--- src/rtl/nibble_serial_adder.sv ---
// Nibble-serial adder: one 4-bit ripple-carry adder is reused over N cycles
// to form (a + b + cin) mod 2^WIDTH, with carry-out and signed overflow.

module ripple_carry_adder_4 (
  input  logic [3:0] a_i,
  input  logic [3:0] b_i,
  input  logic       c_i,
  output logic [3:0] s_o,
  output logic       c_o
);
  logic [4:0] c;

  always_comb begin
    c    = '0;
    s_o  = '0;
    c[0] = c_i;
    for (int i = 0; i < 4; i++) begin
      s_o[i]   = a_i[i] ^ b_i[i] ^ c[i];
      c[i + 1] = (a_i[i] & b_i[i]) | (c[i] & (a_i[i] ^ b_i[i]));
    end
    c_o = c[4];
  end
endmodule

module nibble_serial_adder #(
  parameter int WIDTH = 16
) (
  input  logic             clk,
  input  logic             rst,
  input  logic             in_valid,
  output logic             in_ready,
  input  logic [WIDTH-1:0] a,
  input  logic [WIDTH-1:0] b,
  input  logic             cin,
  output logic             out_valid,
  input  logic             out_ready,
  output logic [WIDTH-1:0] sum,
  output logic             cout,
  output logic             ovf,
  output logic [1:0]       dbg_state
);
  // Handshake: a transfer happens on a rising edge where valid && ready are
  // both high; valid is held with stable payload until that edge.

  localparam int N  = WIDTH / 4;
  localparam int KW = (N > 1) ? $clog2(N) : 1;
  localparam logic [KW-1:0] LAST_K = KW'(N - 1);

  typedef enum logic [1:0] {
    IDLE = 2'd0,
    ADD  = 2'd1,
    DONE = 2'd2
  } state_t;

  state_t           state_q, state_d;
  logic [KW-1:0]    k_q, k_d;
  logic [WIDTH-1:0] a_q, a_d;
  logic [WIDTH-1:0] b_q, b_d;
  logic             carry_q, carry_d;
  logic [WIDTH-1:0] sum_q, sum_d;
  logic             cout_q, cout_d;
  logic             ovf_q, ovf_d;

  logic [KW+1:0] nib_lsb;
  logic [3:0]    add_s;
  logic          add_c;

  assign nib_lsb = {k_q, 2'b00};

  ripple_carry_adder_4 u_rca (
    .a_i (a_q[nib_lsb +: 4]),
    .b_i (b_q[nib_lsb +: 4]),
    .c_i (carry_q),
    .s_o (add_s),
    .c_o (add_c)
  );

  always_comb begin
    state_d = state_q;
    k_d     = k_q;
    a_d     = a_q;
    b_d     = b_q;
    carry_d = carry_q;
    sum_d   = sum_q;
    cout_d  = cout_q;
    ovf_d   = ovf_q;
    case (state_q)
      IDLE: begin
        if (in_valid) begin
          a_d     = a;
          b_d     = b;
          carry_d = cin;
          k_d     = '0;
          state_d = ADD;
        end
      end
      ADD: begin
        sum_d[nib_lsb +: 4] = add_s;
        carry_d             = add_c;
        if (k_q == LAST_K) begin
          // Last nibble: final carry and overflow come straight off the adder.
          state_d = DONE;
          cout_d  = add_c;
          ovf_d   = (a_q[WIDTH-1] == b_q[WIDTH-1]) && (add_s[3] != a_q[WIDTH-1]);
        end else begin
          k_d = k_q + KW'(1);
        end
      end
      DONE: begin
        if (out_ready) state_d = IDLE;
      end
      default: state_d = IDLE;
    endcase
  end

  always_ff @(posedge clk) begin
    if (rst) begin
      state_q <= IDLE;
      k_q     <= '0;
      a_q     <= '0;
      b_q     <= '0;
      carry_q <= 1'b0;
      sum_q   <= '0;
      cout_q  <= 1'b0;
      ovf_q   <= 1'b0;
    end else begin
      state_q <= state_d;
      k_q     <= k_d;
      a_q     <= a_d;
      b_q     <= b_d;
      carry_q <= carry_d;
      sum_q   <= sum_d;
      cout_q  <= cout_d;
      ovf_q   <= ovf_d;
    end
  end

  assign in_ready  = (state_q == IDLE) && !rst;
  assign out_valid = (state_q == DONE);
  assign sum       = sum_q;
  assign cout      = cout_q;
  assign ovf       = ovf_q;
  assign dbg_state = state_q;
endmodule
--- config.mk ---
export PLATFORM = sky130hd
export DESIGN_NAME = nibble_serial_adder
export DESIGN_NICKNAME = d
export VERILOG_FILES = /design/src/rtl/nibble_serial_adder.sv
export SDC_FILE = /design/constraint.sdc
export NUM_CORES = 1
export LEC_CHECK = 0
export ABC_AREA = 1
export BUFFER_PORTS_ARGS = -buffer_cell sky130_fd_sc_hd__buf_2
export CORE_MARGIN = 1.5
export CORE_UTILIZATION = 51
export DETAILED_ROUTE_END_ITERATION = 8
export PLACE_DENSITY = 0.76
export SLEW_MARGIN = 25
export SYNTH_ARGS = -nofsm -noshare
export SYNTH_HDL_FRONTEND = slang
export SYNTH_SLANG_ARGS = --single-unit
--- constraint.sdc ---
create_clock -name clk -period 5.9 [get_ports clk]
set_input_delay 1.475 -clock clk [delete_from_list [all_inputs] [get_ports clk]]
set_output_delay 1.475 -clock clk [all_outputs]
set_load 0.1 [all_outputs]
==> results of run 1 <==
-- path summary, 6_finish.rpt --
path	from	end	slack, ns
setup reg to reg	k_q[0]	sum[11]	2.44
hold reg to reg	b_q[1]	b_q[1]	0.46
hold / removal	b_q[1]	b_q[1]	0.46
setup / recovery	rst	in_ready	2.25
-- metrics by stage --
stage	cells	setup slack, ns	power (mW)
after floorplan	358	1.49	0.585
after global placement	469	2.25	0.623
after detailed placement	469	2.24	0.627
after CTS	477	2.25	0.871
after global routing	477	2.04	0.915
final	477	2.25	0.866
-- flip-flops by register name, indices dropped and copies added, names as in the netlist --
name       cells
dbg_state      2
cout           1
ovf            1
sum           16
k_q            2
b_q           16
a_q           16
carry_q        1
-- layout make-up --
class	count	area share (%)
Clock buffer	5	2.32
Clock inverter	3	1.48
Inverter	35	4.52
Multi-Input combinational cell	254	41.9
Sequential cell	55	37.2
Tap cell	67	2.83
Timing Repair Buffer	58	9.80
-- kinds of logic (layout without fill, tap and decap cells) --
family / count (synthesis) / after routing / share of synthesized area [%]
AND/OR/NAND/NOR: 158 / 158 / 25.1
AO/OA/AOI/OAI: 86 / 86 / 17.2
flip-flops: 55 / 55 / 42.9
buffers and inverters: 49 / 101 / 8.64
adder cells (fa/ha/maj): 10 / 10 / 6.05
-- cell usage in the layout (no fill, tap or decap) --
master,instances
sky130_fd_sc_hd__a21oi_1,18
sky130_fd_sc_hd__nand2_4,1
sky130_fd_sc_hd__nand3_1,6
sky130_fd_sc_hd__ha_1,6
sky130_fd_sc_hd__buf_2,58
sky130_fd_sc_hd__nand2_2,2
sky130_fd_sc_hd__nor2_4,3
sky130_fd_sc_hd__nand2_1,38
sky130_fd_sc_hd__o22ai_1,4
sky130_fd_sc_hd__bufinv_16,1
sky130_fd_sc_hd__inv_4,1
sky130_fd_sc_hd__a21boi_0,1
sky130_fd_sc_hd__nor3_1,3
sky130_fd_sc_hd__clkbuf_8,5
sky130_fd_sc_hd__nor2_2,2
sky130_fd_sc_hd__fa_1,4
sky130_fd_sc_hd__clkinv_2,1
sky130_fd_sc_hd__clkinv_1,1
sky130_fd_sc_hd__inv_2,2
sky130_fd_sc_hd__dfxtp_1,55
sky130_fd_sc_hd__o21ai_2,1
sky130_fd_sc_hd__inv_1,31
sky130_fd_sc_hd__nor2_1,103
sky130_fd_sc_hd__o21ai_1,13
sky130_fd_sc_hd__o21ai_0,49
sky130_fd_sc_hd__clkinv_4,1
-- per-layer routing --
layer,routed length [um],share of wire (%),vias to the layer above
met5,0,0,-
met1,2490,48,1060
met4,53,1.0,0
li1,-,-,1237
met3,168,3.2,6
met2,2480,48,43
-- power by group --
part	leakage (nW)	internal [mW]	switching, mW
registers	0.452	0.397	0.0195
logic	0.903	0.0608	0.141
clock network	0.0581	0.127	0.121
total	1.41	0.585	0.281
-- worst max-delay path, delay by kind of cell --
| kind | cells | cell delay, ns |
|---|---|---|
| and+or+nand+nor | 1 | 0.11 |
| buffers and inverters | 2 | 0.59 |
==> impl_metrics.tcl, run 1 <==
set metrics [dict create \
    critical_path_class "in -> out" \
    clk_root_buffer_cell "sky130_fd_sc_hd__clkbuf_8" \
    async_s_r_ff_share_synth_pct 0 \
    timing.max_slew.rel_slack_pct 44.8 \
    cts_hold_buffers 0 \
    grt_pass1_vias 2126 \
    multiInputGateArea_um2 1240 \
    firstDrtPassIters 4 \
    ys.warnings.count 0 \
    groute.layer.met2.usage_pct 35.4 \
    r2r_cells 13 \
    synth.lib_cells_used.distinct 26 \
    crit_slowest_cell "sky130_fd_sc_hd__buf_2" \
    synth.cells.most_frequent "sky130_fd_sc_hd__nor2_1 (103), sky130_fd_sc_hd__dfxtp_1 (55), sky130_fd_sc_hd__o21ai_0 (49), sky130_fd_sc_hd__nand2_1 (38), sky130_fd_sc_hd__inv_1 (32)" \
    starting_utilization_of_the_core_area_pct 53.6 \
    critical_path.cell_chain "buf_2, nor2_1, buf_2" \
    holdPathStages 2 \
    area.growth.synth_to_final_pct 15.6 \
    post-route-drc-count 0 \
    biggest_area_contributors_in_the_synthesized_netlist "sky130_fd_sc_hd__dfxtp_1 (43%), sky130_fd_sc_hd__nor2_1 (15%), sky130_fd_sc_hd__o21ai_0 (9.6%)" \
    fp-row-count 25 \
    arrival_ns 2.18 \
    tritoncts "built" \
    avgViaCountPerCell 4.92 \
    post_drt_wl_per_cell_um 10.9 \
    track_usage_pct 20.3 \
    num_vias 2346 \
    cts_post_setup_buffers_inserted 0 \
    syn_avg_cell_area_um2 7.16 \
    ir_worst_vdd_v 0.000146 \
    crit_fanout 12 \
    p_leak_nw 1.41 \
    hold_violation_count_in_the_final_report 0 \
    wl_um 5190 \
    critPathCaptureType "output port" \
    place_congestion 0.840 \
    grt_most_used_layer "met2" \
    cts_repair_resize_count 0 \
    die_w_um 73.9 \
    cts.clk_slew.worst_paths_ns 0.10 \
    timing_max_transition_violations_final 0 \
    tightestPinTransition_ns 0.826 \
    outcome "finished clean" \
    synth.most_common_cell "sky130_fd_sc_hd__nor2_1" \
    postSynth.topFlopCell "sky130_fd_sc_hd__dfxtp_1" \
    startpoint_type "primary input" \
    grt_pass1_wl_um 8780 \
    floorplan.die_area_um2 5460 \
    pin_count_of_the_biggest_net_entering_global_routing 46 \
    final.period_utilization_pct 61.9 \
    worst_skew_pair.late_latency_ns 0.30 \
    finalSetupTns_ns 0 \
    clock_sink_count 55 \
    synth_area_um2 2560 \
    whs_ns 0.460 \
    post_dp_cell_area_um2 2850 \
    ys_ff_latch 55 \
    ys_seq_area_share_pct 42.9 \
    cell_pwr_density_nw_per_um2 292 \
    grt_util_met3_pct 3.70 \
    post-route-util_pct 61.9 \
    syn_nets 405 \
    finalNetCount 456 \
    maxCapViolCount 0 \
    grt_setup_unrepaired "false" \
    die_h_um 73.9 \
    design.core.area_um2 4790 \
    syn-instance-count 358 \
    number_of_antenna_violations_at_the_first_check_in_global_routing 0 \
    post-synth-top-area-cell "sky130_fd_sc_hd__dfxtp_1" \
    critical-path-max-stage-delay_ns 0.42 \
    worst_endpoint_required_time_ns 4.43 \
    timing.final.crit_period_ns 3.65 \
    clock.fmax_mhz 274 \
    numCtsBuffers 5 \
    final_report_setup_violation_count 0 \
    synth_top_area_share_pct 42.9 \
    n_antenna_cell 0 \
    crit_path_frequent_cell "sky130_fd_sc_hd__buf_2" \
    final.setup_skew_ns 0.00862 \
    final_area_um2 2960 \
    ff_latch_area_um2 1100 \
    cts-root-to-sink-buffers 2 \
    clock_tree.htree_level_count 2 \
    post-dp-hpwl_um 3800 \
    fill_cells 478 \
    synth_enable_flop_cells 0 \
    grt_remaining_overflow 0 \
    portBuffers 58 \
    timing.hold.worst.class "reg -> reg" \
    grt_util_met1_pct 25.6 \
    drive_gt1_share_pct 19.0 \
    top_level_ports 59 \
    ant_nets 0 \
    detail_route.iter0.violations 126 \
]
(Power assumes the default switching activity.)
==> run 2: changes to the inputs <==
CORE_UTILIZATION = 48   (was 51)
PLACE_DENSITY = 0.75   (was 0.76)
clock period = 3.35 ns   (was 5.9 ns; I/O delays follow)
==> run 2 against run 1 <==
  * Setup slack lost 1.8 ns
  * Sequential share of layout area is 0.16 points lower
  * Power is 66% higher
  * Largest cell class unchanged
  * Cell count grew 1.7%
  * Clock-buffer cell count increased by 2
  * Sequential power grew 75%
  * Via count shrank 3.5%
  * Critical path depth up 12
  * Utilization fell by 4.0 points
  * Highest routed layer unchanged
  * Clock skew decreased by 0.0020 ns
==> impl_metrics.tcl, run 2 (synthesis results as in run 1) <==
set metrics [dict create \
    outcome "finished clean" \
    p_leak_nw 1.42 \
    detail_route.iter0.violations 65 \
    crit_fanout 12 \
    cts_repair_resize_count 0 \
    track_usage_pct 18.7 \
    layout.cells.most_common "sky130_fd_sc_hd__nor2_1" \
    place_congestion 0.858 \
    cts.clk_slew.worst_paths_ns 0.09 \
    top_level_ports 59 \
    cts_post_setup_buffers_inserted 0 \
    place_ws_ns 0.451 \
    post-dp-hpwl_um 4030 \
    numCtsBuffers 5 \
    ant_nets 0 \
    maxCapViolCount 0 \
    final_report_setup_violation_count 0 \
    whs_ns 0.464 \
    hold_violation_count_in_the_final_report 0 \
    drive_gt1_share_pct 19.5 \
    final.setup_skew_ns 0.00659 \
    clk_root_buffer_cell "sky130_fd_sc_hd__clkbuf_8" \
    critical-path-max-stage-delay_ns 0.55 \
    critical_path.cell_chain "clkinv_1, o21ai_0, o22ai_1, fa_1, inv_1, fa_1, fa_1, inv_1, fa_1, nand2_1, nor2_1, nand2_1, nand2_1, inv_1, nor2_1" \
    final_area_um2 2980 \
    clock.fmax_mhz 339 \
    crit_slowest_cell "sky130_fd_sc_hd__dfxtp_1" \
    die_h_um 76.1 \
    dp_cells 477 \
    fp-row-count 26 \
    most-common-layout-cells "sky130_fd_sc_hd__nor2_1 (102), sky130_fd_sc_hd__buf_2 (58), sky130_fd_sc_hd__dfxtp_1 (55)" \
    timing.final.ws_setup_ns 0.401 \
    area.growth.synth_to_final_pct 16.1 \
    timing.hold.worst.class "reg -> reg" \
    cts-root-to-sink-buffers 2 \
    clock_sink_count 55 \
    total_power_mw 1.44 \
    design.core.area_um2 5140 \
    crit_path_frequent_cell "sky130_fd_sc_hd__fa_1" \
    wl_um 5290 \
    cp_num_buf_inv 4 \
    n_antenna_cell 0 \
    firstDrtPassIters 4 \
    grt_pass1_vias 2182 \
    post_drt_wl_per_cell_um 10.9 \
    cts_hold_buffers 0 \
    number_of_antenna_violations_at_the_first_check_in_global_routing 0 \
    worst_endpoint_required_time_ns 3.59 \
    finish.cell_count_without_fillers 485 \
    timing.final.crit_period_ns 2.95 \
    tightestPinTransition_ns 0.759 \
    final.period_utilization_pct 88.0 \
    post-route-drc-count 0 \
    pin_count_of_the_biggest_net_entering_global_routing 40 \
    num_vias 2265 \
    grt_setup_unrepaired "false" \
    floorplan.die_area_um2 5790 \
    grt_pass1_wl_um 9000 \
    post-route-util_pct 57.9 \
    startpoint_type "flop" \
    die_w_um 76.1 \
    avgViaCountPerCell 4.67 \
    crit_family "adder cells" \
    worst_skew_pair.late_latency_ns 0.30 \
    starting_utilization_of_the_core_area_pct 49.9 \
    clock_tree.htree_level_count 2 \
    cell_pwr_density_nw_per_um2 484 \
    critPathCaptureType "flop" \
    portBuffers 58 \
    tritoncts "built" \
    timing.max_slew.rel_slack_pct 49.3 \
    arrival_ns 3.19 \
    finalNetCount 461 \
    grt_remaining_overflow 0 \
    timing_max_transition_violations_final 0 \
    ir_worst_vdd_v 0.000295 \
    fill_cells 547 \
    critical_path_class "reg -> reg" \
    finalSetupTns_ns 0 \
    post_dp_cell_area_um2 2890 \
]
[run 2: cell types whose count changed in the layout (fill, tap and decap cells not counted), sizes merged]
cell | previous run | this run
buf | 58 | 63
clkbuf | 5 | 7
clkinv | 3 | 2
bufinv | 1 | 0
[run 2: final cells by class]
class                           instances  area, um^2  area share [%]
Clock buffer                            7        76.3            2.57
Timing Repair Buffer                   63         328            11.0
Inverter                               35         134            4.50
Tap cell                               70        87.6            2.94
Multi-Input combinational cell        254        1240            41.8
Clock inverter                          1        5.00           0.168
Sequential cell                        55        1100            37.0
[run 2: power by group]
| part | switching, mW | internal, mW | leakage [nW] |
|---|---|---|---|
| clock network | 0.198 | 0.147 | 0.0422 |
| registers | 0.0309 | 0.700 | 0.452 |
| logic | 0.252 | 0.113 | 0.928 |
| total | 0.482 | 0.960 | 1.42 |
[run 2: metal layers]
metal / share of wire [%] / up-vias / track usage, %
li1: - / 1246 / -
met1: 47 / 970 / 22.3
met2: 49 / 45 / 34.1
met3: 3.5 / 4 / 4.07
met4: 0.42 / 0 / 4.81
met5: 0 / - / 0
[run 2: final timing paths]
path                            startpoint  slack [ns]  depth (start not counted)      end
worst min register to register     sum[12]        0.46                          2  sum[12]
worst min-delay path               sum[12]        0.46                          2  sum[12]
worst max register to register      k_q[1]        0.40                         15   sum[7]
worst max-delay path                k_q[1]        0.40                         15   sum[7]
[run 2: worst register-to-register path, cell delays in order, from the launching register on]
cell,delay (ns)
sky130_fd_sc_hd__dfxtp_1,0.55
sky130_fd_sc_hd__clkinv_1,0.28
sky130_fd_sc_hd__o21ai_0,0.14
sky130_fd_sc_hd__o22ai_1,0.11
sky130_fd_sc_hd__fa_1,0.39
sky130_fd_sc_hd__inv_1,0.07
sky130_fd_sc_hd__fa_1,0.18
sky130_fd_sc_hd__fa_1,0.16
sky130_fd_sc_hd__inv_1,0.05
sky130_fd_sc_hd__fa_1,0.52
sky130_fd_sc_hd__nand2_1,0.08
sky130_fd_sc_hd__nor2_1,0.13
sky130_fd_sc_hd__nand2_1,0.07
sky130_fd_sc_hd__nand2_1,0.06
sky130_fd_sc_hd__inv_1,0.03
sky130_fd_sc_hd__nor2_1,0.07
